## src/rtl/tap_frame_serializer.sv

```systemverilog
// tap_frame_serializer
//   Loads a 16 x 8-bit signed sample frame in one cycle and streams the
//   samples out in index order on a valid/ready interface. Sample k of the
//   frame is tap xk.
//
//   Optional feature macro: TAP_FRAME_SERIALIZER_SHADOW_EN
//     Adds a one-frame shadow buffer so a new frame can be queued while the
//     current one is streaming; frames then follow back to back with no bubble.
//
// Ports:
//   clk         system clock, all logic on posedge
//   rst         synchronous active-low reset
//   x_flat      frame to load, sample k = x_flat[8k+7:8k]
//   load        load request
//   load_ready  load accepted on posedge with load && load_ready
//   xout        sample on the stream (active_buffer[idx])
//   xout_valid  xout holds a valid sample
//   xout_ready  downstream accepts the beat
//   xout_first  beat carries sample 0
//   xout_last   beat carries sample 15
//   idx         index of the sample on xout
//   busy        a frame is being sent
//   overrun     sticky: load seen while load_ready was low
module tap_frame_serializer (
  input  logic         clk,
  input  logic         rst,
  input  logic [127:0] x_flat,
  input  logic         load,
  output logic         load_ready,
  output logic [7:0]   xout,
  output logic         xout_valid,
  input  logic         xout_ready,
  output logic         xout_first,
  output logic         xout_last,
  output logic [3:0]   idx,
  output logic         busy,
  output logic         overrun
);

  localparam int NUM_LANES = 16;
  localparam int VEC_W     = 8;

  typedef enum logic {IDLE = 1'b0, SEND = 1'b1} state_t;

  state_t                              state_q, state_d;
  logic [3:0]                          idx_q, idx_d;
  logic [NUM_LANES-1:0][VEC_W-1:0]     act_q, act_d;
  logic [NUM_LANES-1:0][VEC_W-1:0]     x_frame;
  logic [VEC_W-1:0]                    xout_q, xout_d;
  logic                                vld_q, vld_d;
  logic                                first_q, first_d;
  logic                                last_q, last_d;
  logic                                ovr_q, ovr_d;
  logic                                accept, beat, last_beat;
`ifdef TAP_FRAME_SERIALIZER_SHADOW_EN
  logic [NUM_LANES-1:0][VEC_W-1:0]     shd_q, shd_d;
  logic                                shd_full_q, shd_full_d;
`endif

  assign x_frame   = x_flat;
`ifdef TAP_FRAME_SERIALIZER_SHADOW_EN
  assign load_ready = !shd_full_q;
`else
  assign load_ready = (state_q == IDLE);
`endif
  assign accept    = load && load_ready;
  assign beat      = vld_q && xout_ready;
  assign last_beat = beat && (idx_q == 4'hF);

  assign xout       = xout_q;
  assign xout_valid = vld_q;
  assign xout_first = first_q;
  assign xout_last  = last_q;
  assign idx        = idx_q;
  assign busy       = (state_q == SEND);
  assign overrun    = ovr_q;

  // State register
  always_ff @(posedge clk) begin
    if (!rst) begin
      state_q    <= IDLE;
      idx_q      <= '0;
      act_q      <= '0;
      xout_q     <= '0;
      vld_q      <= 1'b0;
      first_q    <= 1'b0;
      last_q     <= 1'b0;
      ovr_q      <= 1'b0;
`ifdef TAP_FRAME_SERIALIZER_SHADOW_EN
      shd_q      <= '0;
      shd_full_q <= 1'b0;
`endif
    end else begin
      state_q    <= state_d;
      idx_q      <= idx_d;
      act_q      <= act_d;
      xout_q     <= xout_d;
      vld_q      <= vld_d;
      first_q    <= first_d;
      last_q     <= last_d;
      ovr_q      <= ovr_d;
`ifdef TAP_FRAME_SERIALIZER_SHADOW_EN
      shd_q      <= shd_d;
      shd_full_q <= shd_full_d;
`endif
    end
  end

  // Next-state logic
  always_comb begin
    state_d = state_q;
    idx_d   = idx_q;
    act_d   = act_q;
    ovr_d   = ovr_q | (load & ~load_ready);
`ifdef TAP_FRAME_SERIALIZER_SHADOW_EN
    shd_d      = shd_q;
    shd_full_d = shd_full_q;
`endif
    case (state_q)
      IDLE: begin
        if (accept) begin
          act_d   = x_frame;
          idx_d   = 4'h0;
          state_d = SEND;
        end
      end
      SEND: begin
        // idx wraps 15 -> 0 naturally, which is the start of any follow-on frame
        if (beat) idx_d = idx_q + 4'h1;
        if (last_beat) begin
`ifdef TAP_FRAME_SERIALIZER_SHADOW_EN
          if (shd_full_q) begin
            act_d      = shd_q;
            shd_full_d = 1'b0;
          end else if (accept) begin
            // load coincides with the last beat: bypass the shadow
            act_d = x_frame;
          end else begin
            state_d = IDLE;
          end
`else
          state_d = IDLE;
`endif
        end
`ifdef TAP_FRAME_SERIALIZER_SHADOW_EN
        if (accept && !last_beat) begin
          shd_d      = x_frame;
          shd_full_d = 1'b1;
        end
`endif
      end
      default: state_d = IDLE;
    endcase
  end

  // Output logic: registered stream outputs follow the next state so that
  // xout always equals active_buffer[idx] and holds while stalled.
  always_comb begin
    xout_d  = act_d[idx_d];
    vld_d   = (state_d == SEND);
    first_d = vld_d && (idx_d == 4'h0);
    last_d  = vld_d && (idx_d == 4'hF);
  end

endmodule

```

## config.mk

```make
export PLATFORM = sky130hd
export DESIGN_NAME = tap_frame_serializer
export DESIGN_NICKNAME = d
export VERILOG_FILES = /design/src/rtl/tap_frame_serializer.sv
export SDC_FILE = /design/constraint.sdc
export NUM_CORES = 1
export LEC_CHECK = 0
export CAP_MARGIN = 40
export CORE_UTILIZATION = 50
export DETAILED_ROUTE_END_ITERATION = 6
export PLACE_DENSITY_LB_ADDON = 0.15
export SLEW_MARGIN = 20
export SYNTH_ARGS = -nofsm -noshare
export SYNTH_HDL_FRONTEND = slang
export SYNTH_SLANG_ARGS = --single-unit
```

## constraint.sdc

```tcl
create_clock -name clk -period 3.4 [get_ports clk]
set_input_delay 0.68 -clock clk [delete_from_list [all_inputs] [get_ports clk]]
set_output_delay 0.68 -clock clk [all_outputs]
set_load 0.01 [all_outputs]
```

==> reports/metrics.yaml, run 1 <==
status: "completed"
postCtsSetupRepairBufs: 0
final_cell_mix: "nand2_1, clkdlybuf4s50_1, dfxtp_1"
r2r_end: "xout[2]"
cap_violations: 0
post-route-min-period_ps: 2830
n_fill_cell: 1293
finalNonFillerCells: 1358
power.net_switching_mw: 1.21
placed_cells: 1325
io_pins: 150
power_frac_comb_pct: 16.0
power_frac_clock_pct: 44.1
critPathMaxStageDelay_ps: 530
ys_ff_latch: 144
antenna_found_initial: 0
crit_required_ps: 3690
fp.dieH_um: 128
wl_per_cell_um: 18.1
rsz0062_at_grt: "no"
drc: 0
fmax_ghz: 0.353
vias_per_cell: 5.76
grt_usage_pct: 30.6
start_util_pct: 51.9
setup_tns_ps: 0
clkTransAtPathRegs_ps: 60
pwr-share-seq_pct: 39.9
fin_area_mm2: 0.0104
hold_violations: 0
clk_path_buf_depth: 2
reg2reg_from: "idx[1]"
synth_top_flop_cell: "dfxtp_1"
p_leak_nw: 3.97
grt_start_max_net_pins: 87
die_area_mm2: 0.0165
netlist.area_leader.share_pct: 36.1
cp_max_fo: 34
fin_skew_ps: 6.72
finalCritPeriodShare_pct: 83.4
synth_area_mm2: 0.00798
area.growth.synth_to_final_pct: 30.2
numCtsBuffers: 17
netlist-cell-type-count: 57
nets: 1267
crit_path_start_kind: "flip-flop"
slew_violations: 0
overflow: 0
diodes: 0
syn_avg_cell_area_um2: 7.90
endpoint: "xout[2]"
cts_tree: "built"
ant_nets: 0
grt_pass1_wl_um: 39000
worst_ir_drop_vdd_mv: 0.426
crit_type: "flip-flop to flip-flop"
cp.depth: 8
dp_hpwl_um: 17500
cp_cell_sequence: "ha_1 > mux2_4 > a22oi_4 > buf_12 > mux2_2 > o21ai_0 > a211oi_1 > or4_1"
via_count: 7816
rows: 45
drt_first_pass_iters: 5
ys_seq_area_share_pct: 36.1
finalSetupViolCount: 0
portBuffers: 149
p_int_mw: 3.49
worst_pin_slew_ps: 688
worstSetupEndpointType: "flip-flop"
core_mm2: 0.0154
synth_area_leaders: "dfxtp_1, nand2_1, mux2i_1"
drtIter0Drc: 616
worst-endpoint-arrival_ps: 3120
place_area_mm2: 0.00971
path_buf_inv: 1
reg2reg_depth: 8
power_density_mw_per_mm2: 453
p_sw_share_pct: 25.8
gp_congestion: 0.944
drive_gt1_share_pct: 9.07
startpoint: "idx[1]"
max_slew_margin_pct: 54.0
final_common_cell: "nand2_1"
cp_top_family: "multiplexers"
routed_wl_um: 24600
insertion_delay_ps: 430
yosysWarnings: 0
ctsResizeCount: 0
async_flop_share_pct: 0
cts_hold_buf: 0
hp-class: "flip-flop to flip-flop"
ctsRootBufferMaster: "clkbuf_16"
dieWidth_um: 128
synth_edf_count: 0
grt_pass1_vias: 7344
cts_htree_levels: 4
synthCells: 1010
cts.sinks: 144
r2r_slack_ps: 570
crit_slowest_cell: "dfxtp_1"
synth_nets: 1143
synth_top_cell_by_area: "dfxtp_1"
[metrics by stage]
stage / power, mW / utilization [%] / hold slack, ps / setup WS, ps
detailed placement: 2.65 / 63.1 / 463 / 213
global placement: 2.65 / 63.1 / 451 / 240
floorplan: 2.31 / - / 440 / 742
CTS: 4.72 / 67.4 / 472 / 599
finish: 4.71 / 67.6 / 471 / 566
global route: 4.89 / 67.6 / 493 / 471
[kinds of logic (layout without fill, tap and decap cells)]
group,count (synthesis),after routing,synth area share (%)
XOR/XNOR,2,2,0.455
multiplexers,119,119,17.3
flip-flops,144,144,36.1
AND/OR/NAND/NOR,421,421,21.6
buffers and inverters,82,219,4.94
adder cells (fa/ha/maj),1,1,0.157
AO/OA/AOI/OAI,241,241,19.3
[Yosys cell counts, types with 3 or more instances]
cell type	instances
a21oi_1	121
or4_1	7
nand2_1	330
buf_1	6
nand3_1	34
o211ai_1	18
a21boi_0	39
nor2_1	25
o22a_1	7
or3_1	3
and2_1	5
mux2_2	9
o21ai_0	12
buf_6	3
buf_2	26
a211oi_1	8
a32o_1	8
a22oi_1	14
dfxtp_1	144
clkbuf_1	37
nor3_1	3
mux2i_1	94
mux4_2	14
buf_4	5
[final cells by class]
cell class / instances / area, um2 / area share [%]
repair buffers: 184 / 1860 / 17.9
inverters: 3 / 11.3 / 0.108
clock inverters: 12 / 208 / 2.00
multi-input cells: 784 / 4710 / 45.4
flip-flops and latches: 144 / 2890 / 27.8
clock buffers: 20 / 447 / 4.30
well taps: 211 / 264 / 2.54
[flip-flops by register name, summed over array words and instances, names as in the netlist]
signal	count
act_q	128
xout	8
idx	4
overrun	1
xout_first	1
xout_last	1
xout_valid	1
[worst register-to-register path: stages, from the launching register on]
cell      delay [ps]
dfxtp_1          530
ha_1             320
mux2_4           290
a22oi_4          230
buf_12           250
mux2_2           380
o21ai_0          150
a211oi_1          60
or4_1            500
[power groups by stage]
| stage | sequential, mW | clock [mW] | combinational, mW |
|---|---|---|---|
| global route | 1.89 | 2.18 | 0.821 |
| global placement | 1.91 | 0 | 0.734 |
| CTS | 1.88 | 2.10 | 0.746 |
| detailed placement | 1.91 | 0 | 0.742 |
| floorplan | 1.88 | 0 | 0.428 |
| finish | 1.88 | 2.08 | 0.751 |
[how the worst min path moves through the flow]
stage	start	end	depth (start not counted)	slack, ps
floorplan	act_q[6]	act_q[6]	2	440
global placement	act_q[6]	act_q[6]	2	450
detailed placement	act_q[86]	act_q[86]	2	460
CTS	act_q[6]	act_q[6]	2	470
global route	act_q[122]	act_q[122]	2	490
finish	act_q[6]	act_q[6]	2	470
[layer usage]
metal	vias up	wire, um	track usage [%]
met4	0	435	8.37
li1	3771	-	-
met1	3701	10700	40.5
met3	34	1680	6.26
met5	-	0	0
met2	310	11700	50.7
Power figures use the tool's default switching activity.
==> run 2, diff against run 1 <==
clock period = 2.8 ns   (was 3.4 ns; I/O delays follow)
==> reports/metrics.yaml, run 2 (same netlist as run 1, synthesis figures left out) <==
grt_usage_pct: 31.4  # +0.80 points
finalSetupViolCount: 0  # unchanged
slew_violations: 0  # unchanged
start_util_pct: 51.9  # unchanged
hp-class: "flip-flop to flip-flop"
rows: 45  # unchanged
cts_hold_buf: 0  # unchanged
clk_path_buf_depth: 2  # unchanged
power_frac_comb_pct: 16.3  # +0.3 points
power.net_switching_mw: 1.49  # +23%
largest_reg_flops: 128  # unchanged
cts.sinks: 144  # unchanged
routed_wl_um: 25000  # +1.7%
top_register: "act_q"
power_density_mw_per_mm2: 542  # +20%
worst-endpoint-arrival_ps: 2110  # -1010 ps
p_leak_nw: 4.07  # +2.6%
worstSetupEndpointType: "output pin"
place_area_mm2: 0.00993  # +2.3%
worst_pin_slew_ps: 651  # -37.5 ps
cts_htree_levels: 4  # unchanged
fp.dieH_um: 128  # unchanged
final_common_cell: "nand2_1"
overflow: 0  # unchanged
core_mm2: 0.0154  # unchanged
final_cell_mix: "nand2_1, clkdlybuf4s50_1, dfxtp_1"
post-route-min-period_ps: 2670
cap_violations: 0  # unchanged
p_sw_share_pct: 26.0  # +0.23 points
dieWidth_um: 128  # unchanged
ant_nets: 0  # unchanged
grt_pass1_vias: 7546  # +2.8%
max_slew_margin_pct: 56.6  # +2.6 points
crit_path_start_kind: "flip-flop"
clkTransAtPathRegs_ps: 60  # about the same
numCtsBuffers: 17  # unchanged
nets: 1291  # +1.9%
dr_wl_met2_um: 11800  # +0.53%
cp_max_fo: 21  # -38%
wl_met1_um: 10800  # +0.69%
met3_length_um: 1740  # +3.5%
grt_start_max_net_pins: 70  # -20%
ctsRootBufferMaster: "clkbuf_16"
hold_violations: 0  # unchanged
portBuffers: 149  # unchanged
drt_first_pass_iters: 6  # +1
die_area_mm2: 0.0165  # unchanged
wl_per_cell_um: 18.1  # about the same
rsz0062_at_grt: "no"
antenna_found_initial: 0  # unchanged
fmax_ghz: 0.374
status: "completed"
highest_layer: "met4"
drtIter0Drc: 738  # +20%
gp_congestion: 0.940  # -0.36%
area.growth.synth_to_final_pct: 32.7
crit_type: "flip-flop to output pin"
fin_skew_ps: 6.09  # -0.629 ps
fin_area_mm2: 0.0106  # +1.9%
dp_hpwl_um: 17500  # about the same
drc: 0  # unchanged
setup_tns_ps: 0  # unchanged
power_frac_clock_pct: 44.0  # about the same
vias_per_cell: 5.74  # -0.23%
finalCritPeriodShare_pct: 95.5
diodes: 0  # unchanged
insertion_delay_ps: 440  # about the same
cts_tree: "built"
p_int_mw: 4.24  # +21%
drive_gt1_share_pct: 11.2  # +2.1 points
io_pins: 150  # unchanged
worst_ir_drop_vdd_mv: 0.471  # +11%
via_count: 7936  # +1.5%
crit_required_ps: 2240  # -1450 ps
pwr-share-seq_pct: 39.7  # -0.2 points
grt_pass1_wl_um: 39700  # +1.8%
[run 2: cell types whose count changed in the layout (fill, tap and decap cells not counted), moves of 2 or more]
cell / change
buf_12: +3
clkinv_4: -2
buf_4: +21
clkinvlp_4: +3
clkbuf_1: -2
clkinv_2: +2
[run 2: final timing paths]
path,start,endpoint,slack [ps],cells past startpoint
max reg2reg,idx[0],xout[3],180,8
max,xout_valid,load_ready,130,3
min,act_q[82],act_q[82],470,2
min reg2reg,act_q[82],act_q[82],470,2
[run 2: layout make-up]
type / instances / area, um2
clock buffer: 18 / 439
clock inverter: 14 / 214
fill: 1276 / 4790
inverter: 3 / 11.3
multi-input combinational: 784 / 4710
sequential: 144 / 2890
tap: 211 / 264
timing repair buffer: 208 / 2050
[run 2: layer usage]
metal	vias up	global-route usage [%]
li1	3821	-
met1	3745	41.2
met2	319	51.2
met3	51	6.18
met4	0	11.6
met5	-	0
[run 2: power by group through the flow]
stage / Sequential (mW) / Combinational [mW] / Clock (mW)
final: 2.28 / 0.935 / 2.53
after global placement: 2.32 / 0.914 / 0
after floorplan: 2.28 / 0.520 / 0
after detailed placement: 2.32 / 0.926 / 0
after global routing: 2.29 / 1.02 / 2.63
after CTS: 2.27 / 0.931 / 2.55
[run 2: critical path, stage by stage, from the launching register on]
cell	delay [ps]
dfxtp_2	400
buf_4	250
inv_1	390
clkdlybuf4s50_1	630
[run 2: timing repair]
item / 4_1_cts / 5_1_grt
setup endpoints to repair: 1 / 0
gates resized for setup: 1 / 0
setup buffers: 0 / 0
endpoints found under the hold margin: 0 / 0
[run 2: metrics by stage]
| step | hold slack (ps) | cells | power (mW) | setup slack, ps | util (%) |
|---|---|---|---|---|---|
| finish | 471 | 1382 | 5.74 | 127 | 68.8 |
| global route | 499 | 1382 | 5.94 | 52.1 | 68.8 |
| CTS | 473 | 1382 | 5.76 | 136 | 68.8 |
| detailed placement | 464 | 1350 | 3.24 | -238 | 64.6 |
| global placement | 457 | 1349 | 3.23 | -196 | 64.6 |
| floorplan | 440 | 1010 | 2.80 | 189 | - |
==> run 3, diff against run 2 <==
--- a/config.mk
+++ b/config.mk
@@ -6,4 +6,5 @@
 export NUM_CORES = 1
 export LEC_CHECK = 0
+export ABC_AREA = 1
 export CAP_MARGIN = 40
 export CORE_UTILIZATION = 50
==> constraint.sdc (replaced) <==
create_clock -name clk -period 2.8 [get_ports clk]
set_input_delay 0.56 -clock clk [delete_from_list [all_inputs] [get_ports clk]]
set_output_delay 0.56 -clock clk [all_outputs]
set_load 0.02 [all_outputs]
==> reports/metrics.yaml, run 3 <==
status: "completed"
final_common_cell: "nand2_1"
rows: 42  # -6.7%
drtIter0Drc: 630  # -15%
fmax_ghz: 0.417  # +12%
diodes: 0  # unchanged
crit_path_start_kind: "flip-flop"
worstSetupEndpointType: "output pin"
synth_compound_area_share_pct: 8.83  # -10 points
nets: 1281  # -0.77%
syn_avg_cell_area_um2: 6.66  # -16%
start_util_pct: 51.4  # -0.53 points
synth_area_leaders: "dfxtp_1, nand2_1, nand3_1"
setup_tns_ps: 0  # unchanged
hold_violations: 0  # unchanged
slew_violations: 0  # unchanged
async_flop_share_pct: 0  # unchanged
top_register: "act_q"
cp_max_fo: 10  # -52%
wl_per_cell_um: 13.6  # -24%
synthAdderAreaFrac_pct: 0.183  # +0.026 points
path_buf_inv: 1  # -2
synth_top_cell_by_area: "dfxtp_1"
crit_type: "flip-flop to output pin"
place_area_mm2: 0.00842  # -15%
p_leak_nw: 4.14  # +1.7%
cts_hold_buf: 0  # unchanged
crit_slowest_cell: "clkdlybuf4s50_1"
drive_gt1_share_pct: 6.47  # -4.7 points
yosysWarnings: 0  # unchanged
ys_seq_area_share_pct: 42.2  # +6.1 points
synth_edf_count: 0  # unchanged
netlist.area_leader.share_pct: 42.2  # +6.1 points
insertion_delay_ps: 420  # -20 ps
hp-class: "flip-flop to flip-flop"
finalCritPeriodShare_pct: 85.6  # -9.9 points
dieWidth_um: 119  # -7.4%
antenna_found_initial: 0  # unchanged
worst_pin_slew_ps: 593  # -57.6 ps
grt_start_max_net_pins: 53  # -24%
cts_tree: "built"
rsz0062_at_grt: "no"
worst_ir_drop_vdd_mv: 0.402  # -15%
yosys.area_share.simple_pct: 35.7  # +14 points
cp_top_family: "buffers and inverters"
clkTransAtPathRegs_ps: 60  # about the same
area.growth.synth_to_final_pct: 31.8
cts_htree_levels: 4  # unchanged
grt_pass1_vias: 6101  # -19%
io_pins: 150  # unchanged
synth_area_mm2: 0.00683  # -14%
max_slew_margin_pct: 60.4  # +3.8 points
clk_path_buf_depth: 2  # unchanged
final_cell_mix: "nand2_1, clkdlybuf4s50_1, dfxtp_1"
ys_ff_latch: 144  # unchanged
via_count: 6683  # -16%
grt_pass1_wl_um: 29900  # -25%
fin_skew_ps: 6.72  # +0.632 ps
gp_congestion: 0.840  # -11%
die_area_mm2: 0.0141  # -14%
synth_common_cells: "nand2_1, dfxtp_1, nor2_1, inv_1, nand3_1"
power_density_mw_per_mm2: 610  # +13%
postCtsSetupRepairBufs: 0  # unchanged
crit_required_ps: 2240  # about the same
finalSetupViolCount: 0  # unchanged
grt_usage_pct: 26.8  # -4.6 points
r2r_slack_ps: 590  # +410 ps
portBuffers: 149  # unchanged
cap_violations: 0  # unchanged
netlist-cell-type-count: 33  # -42%
routed_wl_um: 18200  # -27%
drt_first_pass_iters: 6  # unchanged
ant_nets: 0  # unchanged
synthXorXnorAreaFrac_pct: 0  # -0.45 points
numCtsBuffers: 17  # unchanged
yosysMostFrequentCell: "nand2_1"
synth_nets: 1159  # +1.4%
vias_per_cell: 5.00  # -13%
synthCells: 1026  # +1.6%
whs_ps: 493  # +22.0 ps
fin_area_mm2: 0.00900  # -15%
ctsRootBufferMaster: "clkbuf_16"
overflow: 0  # unchanged
worst-endpoint-arrival_ps: 1840  # -270 ps
ctsResizeCount: 0  # -1
dp_hpwl_um: 12400  # -29%
synth_top_family_by_area: "simple AND/OR/NAND/NOR gates"
synth_top_flop_cell: "dfxtp_1"
muxShareOfSynthArea_pct: 0.293  # -17 points
core_mm2: 0.0133  # -14%
largest_reg_flops: 128  # unchanged
fp.dieH_um: 119  # -7.4%
drc: 0  # unchanged
post-route-min-period_ps: 2400  # -276 ps
cts.sinks: 144  # unchanged
cp_cell_sequence: "clkdlybuf4s50_1"
critPathMaxStageDelay_ps: 720  # +90 ps
## run 3: cell types whose count changed after synthesis, sizes merged, moves of 11 or more
| cell | before | now |
|---|---|---|
| nor2 | 26 | 139 |
| a21boi | 39 | 0 |
| mux2i | 94 | 2 |
| a21oi | 121 | 9 |
| o211ai | 18 | 0 |
| inv | 3 | 125 |
| a22oi | 15 | 0 |
| clkbuf | 38 | 21 |
| mux4 | 14 | 0 |
| or2 | 1 | 30 |
| nand3 | 35 | 116 |
| o21ai | 13 | 105 |
| nand2 | 330 | 277 |
| mux2 | 11 | 0 |
## run 3: per-stage QoR
step / total power, mW / setup slack [ps] / utilization [%] / cells
final: 5.49 / 403 / 67.7 / 1336
after global routing: 5.76 / 341 / 67.7 / 1336
after CTS: 5.50 / 394 / 67.7 / 1336
after detailed placement: 3.32 / 271 / 63.3 / 1305
after global placement: 3.31 / 292 / 63.3 / 1305
after floorplan: 2.92 / 1090 / - / 1026
## run 3: power breakdown
part / total (mW) / internal, mW / switching, mW / leakage [nW]
registers: 2.26 / 2.21 / 0.0478 / 1.19
clock network: 2.20 / 1.38 / 0.817 / 0.285
logic: 1.03 / 0.456 / 0.575 / 2.66
## run 3: kinds of logic after synthesis
group,Yosys count
and+or+nand+nor,571
buffers and inverters,193
DFF,144
AOI/OAI and AO/OA,115
muxes,2
adders and majority gates,1
## run 3: metal layers
| metal | track usage, % | share of wire, % |
|---|---|---|
| met5 | 0 | 0 |
| met4 | 9.18 | 1.7 |
| met3 | 5.32 | 6.8 |
| met2 | 42.5 | 46 |
| met1 | 36.4 | 46 |
## run 3: area by class of cell
type / count / area, um2
sequential: 144 / 2880
multi-input combinational: 689 / 3080
fill: 1203 / 4300
inverter: 126 / 485
tap: 176 / 220
clock inverter: 4 / 47.5
clock buffer: 27 / 533
timing repair buffer: 170 / 1750
## run 3: final timing paths
check / from / endpoint / depth (start not counted)
max: xout_valid / xout_valid / 1
min: overrun / overrun / 2
max reg2reg: xout_valid / xout[5] / 6
min reg2reg: overrun / overrun / 2
